## src/rtl/bus_move_sequencer_if.sv

```systemverilog
// Signals between the register-move sequencer, its control unit and the shared
// tri-state register bus. The slave view belongs to the sequencer.
interface bus_move_sequencer_if #(
  parameter int NrOfBits = 8,
  parameter int NrOfRegs = 8,
  parameter int SelBits  = 3
);
  logic                req;
  logic [SelBits-1:0]  src_sel;
  logic [SelBits-1:0]  dst_sel;
  logic [NrOfBits-1:0] bus_in;
  logic [NrOfRegs-1:0] cs;
  logic [NrOfRegs-1:0] load_en;
  logic [NrOfBits-1:0] data_out;
  logic                busy;
  logic                done;
  logic                err;

  modport master (
    output req, src_sel, dst_sel, bus_in,
    input  cs, load_en, data_out, busy, done, err
  );

  modport slave (
    input  req, src_sel, dst_sel, bus_in,
    output cs, load_en, data_out, busy, done, err
  );
endinterface

```

## src/rtl/bus_move_sequencer.sv

```systemverilog
// Bus initiator: one register-to-register move per request (drive, sample, write, done).
// Every output is registered; Tick gates all updates except the synchronous Reset.
module bus_move_sequencer #(
  parameter int NrOfBits = 8,
  parameter int NrOfRegs = 8,
  parameter int SelBits  = 3
) (
  input  logic                 Clock,
  input  logic                 Reset,
  input  logic                 Tick,
  bus_move_sequencer_if.slave  bus
);
  typedef enum logic [2:0] {IDLE, DRIVE, SAMPLE, WRITE, DONE} state_t;

  state_t              state, state_nxt;
  logic [SelBits-1:0]  src_q, dst_q, src_nxt, dst_nxt;
  logic                accept, reject, drive;

  logic [NrOfRegs-1:0] cs_q, cs_nxt, load_en_q, load_en_nxt;
  logic [NrOfBits-1:0] data_q, data_nxt;
  logic                busy_q, busy_nxt, done_q, done_nxt, err_q, err_nxt;

  // Reset wins over Tick so a move can be aborted even while stalled.
  always_ff @(posedge Clock) begin
    if (Reset) begin
      state     <= IDLE;
      src_q     <= '0;
      dst_q     <= '0;
      cs_q      <= '1;
      load_en_q <= '0;
      data_q    <= '0;
      busy_q    <= 1'b0;
      done_q    <= 1'b0;
      err_q     <= 1'b0;
    end else if (Tick) begin
      // NOTE: non-blocking assignments make every register update from pre-edge values.
      state     <= state_nxt;
      src_q     <= src_nxt;
      dst_q     <= dst_nxt;
      cs_q      <= cs_nxt;
      load_en_q <= load_en_nxt;
      data_q    <= data_nxt;
      busy_q    <= busy_nxt;
      done_q    <= done_nxt;
      err_q     <= err_nxt;
    end
  end

  always_comb begin : next_state
    // NOTE: defaults first so every path assigns every signal and no latch is inferred.
    state_nxt = state;
    src_nxt   = src_q;
    dst_nxt   = dst_q;
    accept    = 1'b0;
    reject    = (32'(bus.src_sel) >= NrOfRegs) || (32'(bus.dst_sel) >= NrOfRegs) ||
                (bus.src_sel == bus.dst_sel);
    unique case (state)
      IDLE: begin
        if (bus.req) begin
          accept    = 1'b1;
          src_nxt   = bus.src_sel;
          dst_nxt   = bus.dst_sel;
          state_nxt = reject ? DONE : DRIVE;
        end
      end
      DRIVE:   state_nxt = SAMPLE;
      SAMPLE:  state_nxt = WRITE;
      WRITE:   state_nxt = DONE;
      DONE:    state_nxt = IDLE;
      default: state_nxt = IDLE;
    endcase
  end

  // Outputs are decoded from the next state so the registered copies line up with it.
  always_comb begin : outputs
    drive       = (state_nxt == DRIVE) || (state_nxt == SAMPLE) || (state_nxt == WRITE);
    cs_nxt      = '1;
    load_en_nxt = '0;
    for (int i = 0; i < NrOfRegs; i++) begin
      cs_nxt[i]      = !(drive && (32'(src_nxt) == i));
      load_en_nxt[i] = (state_nxt == WRITE) && (32'(dst_nxt) == i);
    end
    busy_nxt = (state_nxt != IDLE);
    done_nxt = (state_nxt == DONE);
    err_nxt  = accept ? reject : err_q;
    data_nxt = (state == SAMPLE) ? bus.bus_in : data_q;
  end

  assign bus.cs       = cs_q;
  assign bus.load_en  = load_en_q;
  assign bus.data_out = data_q;
  assign bus.busy     = busy_q;
  assign bus.done     = done_q;
  assign bus.err      = err_q;
endmodule

```

## src/flat_wrapper.sv

```systemverilog
// flat-port wrapper written by rule: the top's interface ports become plain ports
module bus_move_sequencer_flat 
#(
  parameter int NrOfBits = 8,
  parameter int NrOfRegs = 8,
  parameter int SelBits  = 3
)
  (Clock, Reset, Tick, bus_req, bus_src_sel, bus_dst_sel, bus_bus_in, bus_cs, bus_load_en, bus_data_out, bus_busy, bus_done, bus_err);
  bus_move_sequencer_if #(.NrOfBits(NrOfBits), .NrOfRegs(NrOfRegs), .SelBits(SelBits)) bus_i ();
  input  logic Clock;
  input  logic Reset;
  input  logic Tick;
  input wire logic [$bits(bus_i.req)-1:0] bus_req;
  input wire logic [$bits(bus_i.src_sel)-1:0] bus_src_sel;
  input wire logic [$bits(bus_i.dst_sel)-1:0] bus_dst_sel;
  input wire logic [$bits(bus_i.bus_in)-1:0] bus_bus_in;
  output wire logic [$bits(bus_i.cs)-1:0] bus_cs;
  output wire logic [$bits(bus_i.load_en)-1:0] bus_load_en;
  output wire logic [$bits(bus_i.data_out)-1:0] bus_data_out;
  output wire logic [$bits(bus_i.busy)-1:0] bus_busy;
  output wire logic [$bits(bus_i.done)-1:0] bus_done;
  output wire logic [$bits(bus_i.err)-1:0] bus_err;
  assign bus_i.req = bus_req;
  assign bus_i.src_sel = bus_src_sel;
  assign bus_i.dst_sel = bus_dst_sel;
  assign bus_i.bus_in = bus_bus_in;
  assign bus_cs = bus_i.cs;
  assign bus_load_en = bus_i.load_en;
  assign bus_data_out = bus_i.data_out;
  assign bus_busy = bus_i.busy;
  assign bus_done = bus_i.done;
  assign bus_err = bus_i.err;
  bus_move_sequencer #(.NrOfBits(NrOfBits), .NrOfRegs(NrOfRegs), .SelBits(SelBits)) u_core (.Clock(Clock), .Reset(Reset), .Tick(Tick), .bus(bus_i));
endmodule
```

## config.mk

```make
export PLATFORM = sky130hd
export DESIGN_NAME = bus_move_sequencer_flat
export DESIGN_NICKNAME = d
export VERILOG_FILES = /design/src/rtl/bus_move_sequencer_if.sv /design/src/rtl/bus_move_sequencer.sv /design/src/flat_wrapper.sv
export SDC_FILE = /design/constraint.sdc
export NUM_CORES = 1
export LEC_CHECK = 0
export CORE_UTILIZATION = 45
export CTS_BUF_LIST = sky130_fd_sc_hd__clkbuf_8 sky130_fd_sc_hd__clkbuf_16
export DETAILED_ROUTE_END_ITERATION = 7
export GPL_ROUTABILITY_DRIVEN = 0
export HOLD_SLACK_MARGIN = 0.1
export PLACE_DENSITY = 0.83
export SYNTH_ARGS = -nofsm -noshare
export SYNTH_HDL_FRONTEND = slang
export SYNTH_SLANG_ARGS = --single-unit
```

## constraint.sdc

```tcl
create_clock -name Clock -period 2.25 [get_ports Clock]
set_clock_uncertainty 0.2 [all_clocks]
set_input_delay 0.5625 -clock Clock [delete_from_list [all_inputs] [get_ports Clock]]
set_output_delay 0.5625 -clock Clock [all_outputs]
set_load 0.02 [all_outputs]
```

== Yosys cells after proc, flatten, opt, wreduce, memory -nomap -nowiden ==
Cells that the tools add are included.
Word-level totals
  word-level logic and storage cells: 72
  flip-flop bits (word level): 36
  input port bits: 18
Operators by class
  muxes and demuxes: 9
  equal/unequal tests: 22
  reductions and logical operators: 32
Operator list (count)
  equality test 3 bit, second input constant: 9
  equality test 3 x 2 -> 1 bit, second input constant: 8
  2-to-1 mux 3 bit: 6
  logical AND 1 bit: 16
  equality test 3 x 1 -> 1 bit, second input constant: 4
  one-hot mux 3 bit (4 select lines): 1
  zero test 3 bit: 3
  zero test 1 bit: 8
  AND reduction 2 bit: 2
  equality test 3 bit: 1
  nonzero test 3 bit: 1
  logical OR 1 bit: 2
  2-to-1 mux 1 bit: 2

== Depth between registers and ports, before layout ==
  word-level depth: 9
  gate-level depth with buffers: 6

== Worst setup path after synthesis ==
OpenSTA, ideal clock, no wires.
  kind: input to register
  from: in bus_req
  to: reg u_core.cs_q[4] (netlist: u_core.bus.cs[4])
  stages on the path: 4
  data required time: 1929 ps
  path slack: 378 ps
  arrival time: 1551 ps
  buffers on the path: 0
  path through: or4b_4 or3_1 a21oi_2 a21oi_1
On the way
  longest elaborated chain between the ends: 7
RTL lines
  from (decl): line flat_wrapper.sv:13  | input wire logic [$bits(bus_i.req)-1:0] bus_req;
  2-to-1 mux 3 bit: line bus_move_sequencer.sv:59  | if (bus.req) begin
  one-hot mux 3 bit (4 select lines): line bus_move_sequencer.sv:57  | unique case (state)
  equality test 3 x 1 -> 1 bit or equality test 3 x 2 -> 1 bit (tied branches): line bus_move_sequencer.sv:76  | drive = (state_nxt == DRIVE) || (state_nxt == SAMPLE) || (state_nxt == WRITE);
  logical OR 1 bit (2 in series): line bus_move_sequencer.sv:76
  logical AND 1 bit (*): line bus_move_sequencer.sv:80  | cs_nxt[i] = !(drive && (32'(src_nxt) == i));
  zero test 1 bit (*): line bus_move_sequencer.sv:80
  to (signal assigned): line bus_move_sequencer.sv:40  | cs_q <= cs_nxt;
  to (decl): line bus_move_sequencer.sv:19  | logic [NrOfRegs-1:0] cs_q, cs_nxt, load_en_q, load_en_nxt;
Mark *: on every way between the ends. The rest lies on a longest branch, timed or not.
A chain may end at the register's enable or synchronous reset.

== Worst setup path after layout ==
  from: in bus_req
  to: reg u_core.load_en_q[1] (netlist: u_core.bus.load_en[1])
On the way
  longest elaborated chain between the ends: 4
RTL lines
  2-to-1 mux 3 bit: line bus_move_sequencer.sv:59
  one-hot mux 3 bit (4 select lines) or 2-to-1 mux 3 bit (tied branches): line bus_move_sequencer.sv:57
  equality test 3 x 2 -> 1 bit or equality test 3 x 1 -> 1 bit (tied branches): line bus_move_sequencer.sv:81  | load_en_nxt[i] = (state_nxt == WRITE) && (32'(dst_nxt) == i);
  logical AND 1 bit (*): line bus_move_sequencer.sv:81
  to (signal assigned): line bus_move_sequencer.sv:41  | load_en_q <= load_en_nxt;
  to (decl): line bus_move_sequencer.sv:19
Marks and branches as above.

==> results.json <==
{
  "synth_ff_type": "dfxtp_1",
  "cp.required_ns": 2.27,
  "wl_per_cell_um": 12.9,
  "critPathCaptureType": "register",
  "clock-root-buffer": "clkbuf_8",
  "synth_edf_count": 0,
  "placed_area_um2": 2170,
  "place_ws_ns": -0.179,
  "cts.path.max_buffers": 2,
  "synth_fa_ha_area_share_pct": 0,
  "core_area_um2": 3360,
  "slew_headroom_pct": 71.9,
  "critical_path_class": "in -> reg",
  "grt_use_total_pct": 21.9,
  "report.final.setup_viol": 0,
  "synth_area_um2": 1600,
  "yosysTopAreaCell": "dfxtp_1",
  "post-route-period-util_pct": 95.9,
  "synth_most_common_cell": "a21oi_1",
  "startpoint_type": "input pin",
  "ys_types": 37,
  "max_freq_mhz": 463,
  "io_buffers": 44,
  "grt_max_degree": 16,
  "timing_worst_slew_pin_value_ns": 0.421,
  "cts_tree": "yes",
  "die_width_um": 61.6,
  "critPathSlowestCell": "or4b_4",
  "ff_latch_area_um2": 721,
  "first_global_vias": 1351,
  "antenna_found_initial": 0,
  "worstPathArrival_ns": 2.17,
  "dr.pass1.iters": 4,
  "grt_first_pass_wirelength_mm": 6.05,
  "synth-xor-area-share_pct": 2.19,
  "routed_wl_mm": 3.84,
  "rsz0062_at_grt": "no",
  "rows": 21,
  "synth-compound-area-share_pct": 17.3,
  "antennaDiodeCount": 0,
  "p_leak_nw": 0.820,
  "drt_iter0_markers": 83,
  "overflow": 0,
  "nets": 270,
  "ios": 45,
  "synth-seq-cells": 36,
  "synth-simple-area-share_pct": 31.0,
  "synth_top_area_share_pct": 45.1,
  "crit_chain": "clkdlybuf4s50_1 > or4b_4 > buf_4 > a21oi_2 > o21ai_1 > a21oi_1",
  "drive_gt1_share_pct": 13.9,
  "ys_top_cells_by_count": "a21oi_1 (37), dfxtp_1 (36), nand2_1 (35)",
  "via_count": 1589,
  "final_cell_area_um2": 2250,
  "dieArea_um2": 3790,
  "status": "complete, no violations",
  "p_per_area_nw_per_um2": 613,
  "fillerInstances": 303,
  "syn_area_per_cell_um2": 8.23,
  "post-cts-setup-buffer-count": 0,
  "synthTopCellsByArea": "dfxtp_1 (45%), a21oi_1 (12%), nand2_1 (8.2%), nor2_1 (3.8%), nand3_1 (2.5%)",
  "areaGrowthSynthToFinish_pct": 41.2,
  "cap_viol_max_count": 0,
  "slew_violations": 0,
  "synth_warnings": 0,
  "clkSlewWorstSetupHoldPaths_ns": 0.06,
  "drc": 0,
  "cts_resized": 0,
  "synthArstFlopShare_pct": 0,
  "dp_hpwl_mm": 2.82,
  "clock_latency_ns": 0.29,
  "final_antenna_net_count": 0,
  "cts_buffers": 5,
  "cts.sinks": 36,
  "synth_nets": 212,
  "final-hold-violation-count": 0,
  "synth_top_family_by_area": "simple AND/OR/NAND/NOR gates",
  "slowest_delay_ns": 0.51,
  "via_per_inst": 5.33,
  "min_period_ns": 2.16,
  "synth_cells": 194,
  "path_max_fanout": 8,
  "ys_seq_area_share_pct": 45.1,
  "vdd_ir_drop_max_uv": 411,
  "die_y_um": 61.6,
  "worst_slack_ns": 0.0917,
  "cts_hold_buf": 0,
  "multi_input_area_um2": 812,
  "start_util_pct": 47.5,
  "hp-class": "reg -> reg",
  "synthMuxAreaShare_pct": 0,
  "htree_levels": 2
}
## routing by layer
layer,vias up,wire (µm),GRT usage [%]
met1,746,1720,28.9
li1,792,-,-
met4,0,45,8.89
met3,5,201,6.30
met2,46,1880,33.6
met5,-,0,0
## flip-flops by register name, indices dropped and copies added, names as in the netlist
register,flops
u_core.dst_q,3
u_core.bus.err,1
u_core.bus.busy,1
u_core.src_q,3
u_core.bus.load_en,8
u_core.bus.data_out,8
u_core.bus.cs,8
u_core.state,3
u_core.bus.done,1
## final timing paths
kind                                            start                     to  slack, ns  cells past startpoint
worst min register to register  u_core.bus.load_en[3]  u_core.bus.load_en[3]       0.25                      2
worst max register to register        u_core.state[2]  u_core.bus.load_en[1]       0.31                      5
worst min-delay path            u_core.bus.load_en[3]  u_core.bus.load_en[3]       0.25                      2
worst max-delay path                          bus_req  u_core.bus.load_en[1]       0.09                      6
## kinds of logic (layout without fill, tap and decap cells)
family                 Yosys count  after routing
buffers and inverters           13             71
AO/OA/AOI/OAI                   49             49
AND/OR/NAND/NOR                 92             92
flip-flops                      36             36
XOR/XNOR                         4              4
## per-stage QoR
stage	utilization, %	instances	power [mW]	hold slack, ns	TNS, ns
2_1_floorplan	-	194	0.850	0.249	0
3_3_place_gp	64.5	291	0.965	0.230	-1.49
3_5_place_dp	64.5	291	0.971	0.241	-1.74
4_1_cts	66.9	298	1.40	0.252	0
5_1_grt	67.0	298	1.45	0.267	0
6_report	67.0	298	1.38	0.247	0
## worst max-delay path: cells and delay by family
family	cells	cell delay, ns
buffers and inverters	2	0.69
and+or+nand+nor	1	0.51
AOI/OAI and AO/OA	3	0.42
## layout make-up
class                           instances  share of cell area [%]
Inverter                                1                   0.166
Sequential cell                        36                    32.0
Clock inverter                          2                   0.388
Timing Repair Buffer                   63                    25.9
Clock buffer                            5                    3.05
Multi-Input combinational cell        145                    36.0
Tap cell                               46                    2.55
## cells in the final DEF, fill, tap and decap left out, types with 2 or more instances in the layout
cell type,synthesis,routed
a21o_1,2,2
nor3b_2,2,2
nor2_1,16,16
nor3b_1,2,2
nand2b_1,2,2
nand3b_1,5,5
xnor2_1,4,4
a21oi_1,37,37
clkbuf_8,0,5
buf_4,1,19
a21oi_2,2,2
o21ai_1,3,3
nand3_1,8,8
nand4_1,4,4
or3_1,2,2
dfxtp_1,36,36
clkdlybuf4s50_1,0,44
nand2_1,35,35
nor3_1,6,6
## where the power goes
| group | switching [mW] | internal, mW |
|---|---|---|
| registers | 0.0261 | 0.660 |
| logic | 0.137 | 0.138 |
| clock network | 0.215 | 0.206 |
(Power assumes the default switching activity.)
